`src/rtl/audio_stereo_packer.sv`:
```
// Pairs an interleaved L/R mono sample stream into stereo frames with valid/ready on both sides.
// Channel-order faults (stray right, repeated left) are dropped/overwritten, pulsed and counted.
module audio_stereo_packer #(
    parameter int audio_width       = 32,
    parameter int error_count_width = 8
) (
    input  logic                         clk,
    input  logic                         nreset,
    input  logic                         i_valid,
    output logic                         i_ready,
    input  logic                         i_is_left,
    input  logic [audio_width-1:0]       i_audio,
    output logic                         o_valid,
    input  logic                         o_ready,
    output logic [audio_width-1:0]       o_left,
    output logic [audio_width-1:0]       o_right,
    output logic                         o_sync_error,
    output logic [error_count_width-1:0] o_error_count
);

    typedef enum logic {HOLD_EMPTY = 1'b0, HOLD_LEFT = 1'b1} state_t;

    state_t                         state_q, state_d;
    logic [audio_width-1:0]         left_hold_q, left_hold_d;
    logic                           o_valid_q, o_valid_d;
    logic [audio_width-1:0]         o_left_q, o_left_d;
    logic [audio_width-1:0]         o_right_q, o_right_d;
    logic                           sync_error_q, sync_error_d;
    logic [error_count_width-1:0]   error_count_q, error_count_d;

    logic have_left;
    logic in_xfer;
    logic out_xfer;
    logic fault;
    logic frame_wr;

    assign have_left = (state_q == HOLD_LEFT);
    // Stall only when a right sample could need the output slot; applied to left too for uniformity.
    assign i_ready   = !(have_left && o_valid_q && !o_ready);
    assign in_xfer   = i_valid && i_ready;
    assign out_xfer  = o_valid_q && o_ready;

    always_comb begin
        state_d     = state_q;
        left_hold_d = left_hold_q;
        fault       = 1'b0;
        frame_wr    = 1'b0;
        if (in_xfer) begin
            if (i_is_left) begin
                left_hold_d = i_audio;
                state_d     = HOLD_LEFT;
                fault       = have_left;
            end else if (have_left) begin
                frame_wr = 1'b1;
                state_d  = HOLD_EMPTY;
            end else begin
                fault = 1'b1;
            end
        end
    end

    always_comb begin
        o_valid_d = o_valid_q;
        o_left_d  = o_left_q;
        o_right_d = o_right_q;
        // A new frame written during a drain keeps the slot occupied.
        if (frame_wr) begin
            o_valid_d = 1'b1;
            o_left_d  = left_hold_q;
            o_right_d = i_audio;
        end else if (out_xfer) begin
            o_valid_d = 1'b0;
        end
    end

    always_comb begin
        sync_error_d  = fault;
        error_count_d = error_count_q;
        if (fault && (error_count_q != {error_count_width{1'b1}}))
            error_count_d = error_count_q + error_count_width'(1);
    end

    always_ff @(posedge clk or negedge nreset) begin
        if (!nreset) begin
            state_q       <= HOLD_EMPTY;
            left_hold_q   <= '0;
            o_valid_q     <= 1'b0;
            o_left_q      <= '0;
            o_right_q     <= '0;
            sync_error_q  <= 1'b0;
            error_count_q <= '0;
        end else begin
            state_q       <= state_d;
            left_hold_q   <= left_hold_d;
            o_valid_q     <= o_valid_d;
            o_left_q      <= o_left_d;
            o_right_q     <= o_right_d;
            sync_error_q  <= sync_error_d;
            error_count_q <= error_count_d;
        end
    end

    assign o_valid       = o_valid_q;
    assign o_left        = o_left_q;
    assign o_right       = o_right_q;
    assign o_sync_error  = sync_error_q;
    assign o_error_count = error_count_q;

endmodule

```
`config.mk`:
```
export PLATFORM = sky130hd
export DESIGN_NAME = audio_stereo_packer
export DESIGN_NICKNAME = d
export VERILOG_FILES = /design/src/rtl/audio_stereo_packer.sv
export SDC_FILE = /design/constraint.sdc
export NUM_CORES = 1
export LEC_CHECK = 0
export ABC_AREA = 1
export BUFFER_PORTS_ARGS = -buffer_cell sky130_fd_sc_hd__clkbuf_2
export CAP_MARGIN = 25
export CORE_AREA = 2 2 95 97
export CTS_BUF_LIST = sky130_fd_sc_hd__clkbuf_16
export DETAILED_ROUTE_END_ITERATION = 8
export DIE_AREA = 0 0 97 99
export GPL_TIMING_DRIVEN = 1
export PLACE_DENSITY = 0.77
export SLEW_MARGIN = 10
export SYNTH_ARGS = -nofsm -noshare
export SYNTH_HDL_FRONTEND = slang
export SYNTH_SLANG_ARGS = --single-unit
```
`constraint.sdc`:
```
create_clock -name clk -period 1.7 [get_ports clk]
set_clock_uncertainty 0.2 [all_clocks]
set_input_delay 0.34 -clock clk [delete_from_list [all_inputs] [get_ports clk]]
set_output_delay 0.34 -clock clk [all_outputs]
set_load 0.02 [all_outputs]
```
==> reports/qor.csv <==
stage,metric,value,unit
route,DRC viols,0,
cts,H-Tree Depth,3,
logic_synthesis,Yosys top cell by area,dfrtp_1,
logic_synthesis,register area share after synthesis,0.6169,
setup_path,worst-path cell chain,clkbuf_2,
setup_path,CP top delay family,flip-flops,
sta,max_slew headroom,0.8167,
route,vias per cell,4.968,
finish,"commonest non-fill, non-tap cell in the layout",nand2_1,
placement,dpl hpwl,6290,microns
sta,Final Hold Vio Count,0,
setup_path,worst r2r dst,o_error_count[1],
logic_synthesis,"FF+latch count, synth",107,
cts,worst-skew pair later-pin latency,0.34,ns
global_routing,largest net degree at the start of global routing,61,
setup_path,Worst Setup Path Type,reg2out,
floorplanning,# rows,34,
worst_hold_path,worst hold path type,in2reg,
logic_synthesis,Avg Inst Size Synth,9.354,sq um
sta,RSZ-0062 raised after global routing,no,
logic_synthesis,Synth Net Count,503,
job,Max-Cap Viols,0,
route,first drt pass iteration count,4,
sta,Least-Margin Pin Slew,0.2749,ns
setup_path,Crit-path slowest cell,dfrtp_1,
global_routing,number of global-route vias before repair,3338,
setup_path,startpoint types,flip-flop,
sta,final worst path period need,1.595,ns
setup_path,"Arr. time, crit path",1.05,ns
setup_path,Setup crit end kind,output pin,
placement,gpl congestion,0.7458,
sta,final setup violation count,0,
cts,number of CTS-inserted buffers,9,
logic_synthesis,cell count after synthesis,464,
logic_synthesis,Yosys top cell area share,0.6169,
logic_synthesis,Synth area leaders,"dfrtp_1, nand2_1, nand3_1",
cts,CTS root buf,clkbuf_16,
finish,most frequent cells in the layout,"nand2_1, clkbuf_2, dfrtp_1, inv_1, nand3_1",
sta,final period utilization,0.9380,
setup_path,Worst Path Max Fanout,7,
status,status,"complete, no violations",
route,Routed WL,9120,microns
placement,PortBufs,111,
sta,setup TNS,0,ns
power,Pleak,2.989,nW
placement,dpl cell area,5039,sq um
sta,Final Max Slew Viols,0,
finish,Area Overhead vs Synth,23.55,%
power,PwrDens,1380,nW/um^2
cts,CTS tree,yes,
floorplanning,core area,8551,sq um
setup_path,R2R depth,5,
finish,Post-Layout Inst Area,5363,sq um
placement,dpl ws,0.07008,ns
floorplanning,I/O pins,112,
cts,"Clk pin slew, worst setup/hold paths",0.07,ns
finish,antenna cell count,0,
placement,Placed Cells incl. Taps,673,
finish,share of layout cells above drive strength 1,0.2698,
logic_synthesis,Ys Warns,0,
global_routing,GRT Total Usage,0.1997,
route,ANT nets after route,0,
power,VDD IR max,0.5706,mV
global_routing,initial antenna violation count,0,
setup_path,r2r setup slk,0.13,ns
sta,setup ws final,0.1055,ns
global_routing,first-pass GRT wire length,15530,microns
setup_path,R2R Path Start,have_left,
route,number of DRC markers in iteration 0,133,
floorplanning,die area,9603,sq um
global_routing,Congestion Overflow GR,0,
worst_hold_path,Worst Hold Depth,3,
sta,FMAX,627.1,MHz
setup_path,"Data required, critical path",1.16,ns
route,WL per Instance,13.22,microns
worst_hold_path,Hold Crit Start,i_audio[14],
power,final total power,7.399,mW
floorplanning,die height,99,microns
cts,CTS Sinks,107,
worst_hold_path,Hold Path Sink,left_hold_q[14],
floorplanning,Die Wd,97,microns
setup_path,"slowest stage delay, CP",0.50,ns
route,via count,3428,
finish,final cell count without fillers,690,
floorplanning,Initial Util,0.5076,
cts,post-CTS setup buffer count,0,
logic_synthesis,Unique masters post-synth,22,
logic_synthesis,mapped cell area,4340,sq um
setup_path,Buf/Inv on CP,1,
cts,clk buf depth,2,
finish,# nets final,616,
finish,FILL cells,714,
[cells in the mapped netlist (all sizes together)]
library cell and instances:
o21ai 67, clkbuf 7, xor2 2, xnor2 1, ha 2, dfrtp 107, nor2 9, nand2 172
inv 42, buf 17, nand3 38
[power breakdown]
part | switching (mW) | internal [mW]
sequential | 0.351 | 3.08
clock | 0.934 | 1.16
combinational | 1.23 | 0.651
total | 2.52 | 4.88
[worst max path at each step]
| stage | to | slack, ns | start | depth (start not counted) |
|---|---|---|---|---|
| final | o_error_count[2] | 0.11 | o_error_count[2] | 1 |
| after global routing | o_error_count[3] | 0.02 | have_left | 5 |
| after CTS | o_error_count[1] | 0.08 | have_left | 5 |
| after detailed placement | o_error_count[0] | 0.07 | i_is_left | 7 |
| after global placement | o_error_count[0] | 0.13 | i_is_left | 7 |
| after floorplan | o_error_count[7] | 0.16 | o_error_count[0] | 7 |
[flip-flops by register name, summed over array words and instances, names as in the netlist]
signal,cells
have_left,1
o_left,32
left_hold_q,32
o_error_count,8
o_right,32
o_sync_error,1
o_valid,1
[metrics by stage]
step	hold slack, ns	utilization
finish	0.03780	0.6272
global route	0.04351	0.6272
CTS	0.03138	0.6260
detailed placement	0.1377	0.5893
global placement	0.1419	0.5893
floorplan	-0.1556	-
[timing repair]
| item | in CTS | in global routing |
|---|---|---|
| hold buffers | 1 | 0 |
| endpoints found under the setup margin | 0 | 8 |
| resized for setup | 0 | 2 |
| endpoints found under the hold margin | 107 | 0 |
[routing by layer]
| layer | vias up | wire [microns] | track usage | share of wire |
|---|---|---|---|---|
| li1 | 1678 | - | - | - |
| met3 | 10 | 473 | 0.04043 | 0.052 |
| met5 | - | 0 | 0 | 0 |
| met1 | 1648 | 4102 | 0.2705 | 0.45 |
| met4 | 0 | 114 | 0.06501 | 0.013 |
| met2 | 92 | 4429 | 0.3275 | 0.49 |
[cells by family after synthesis]
kind of cell | after synthesis | share of synthesized area
AO/OA/AOI/OAI | 67 | 0.08590
XOR/XNOR | 3 | 0.006055
adder cells (fa/ha/maj) | 2 | 0.005764
buffers and inverters | 66 | 0.07668
flip-flops | 107 | 0.6169
AND/OR/NAND/NOR | 219 | 0.2087
[final cells by class]
class / count / area (sq um) / area share
clock inverters: 7 / 78.83 / 0.01470
clock buffers: 9 / 225.2 / 0.04200
inverters: 42 / 157.7 / 0.02940
flip-flops and latches: 107 / 2678 / 0.4993
multi-input cells: 291 / 1340 / 0.2499
well taps: 108 / 135.1 / 0.02520
repair buffers: 126 / 748.2 / 0.1395
[tightest hold or removal path, cell delays in order]
cell      delay [ns]
clkbuf_2        0.08
inv_1           0.07
o21ai_2         0.06
(Power assumes the default switching activity.)
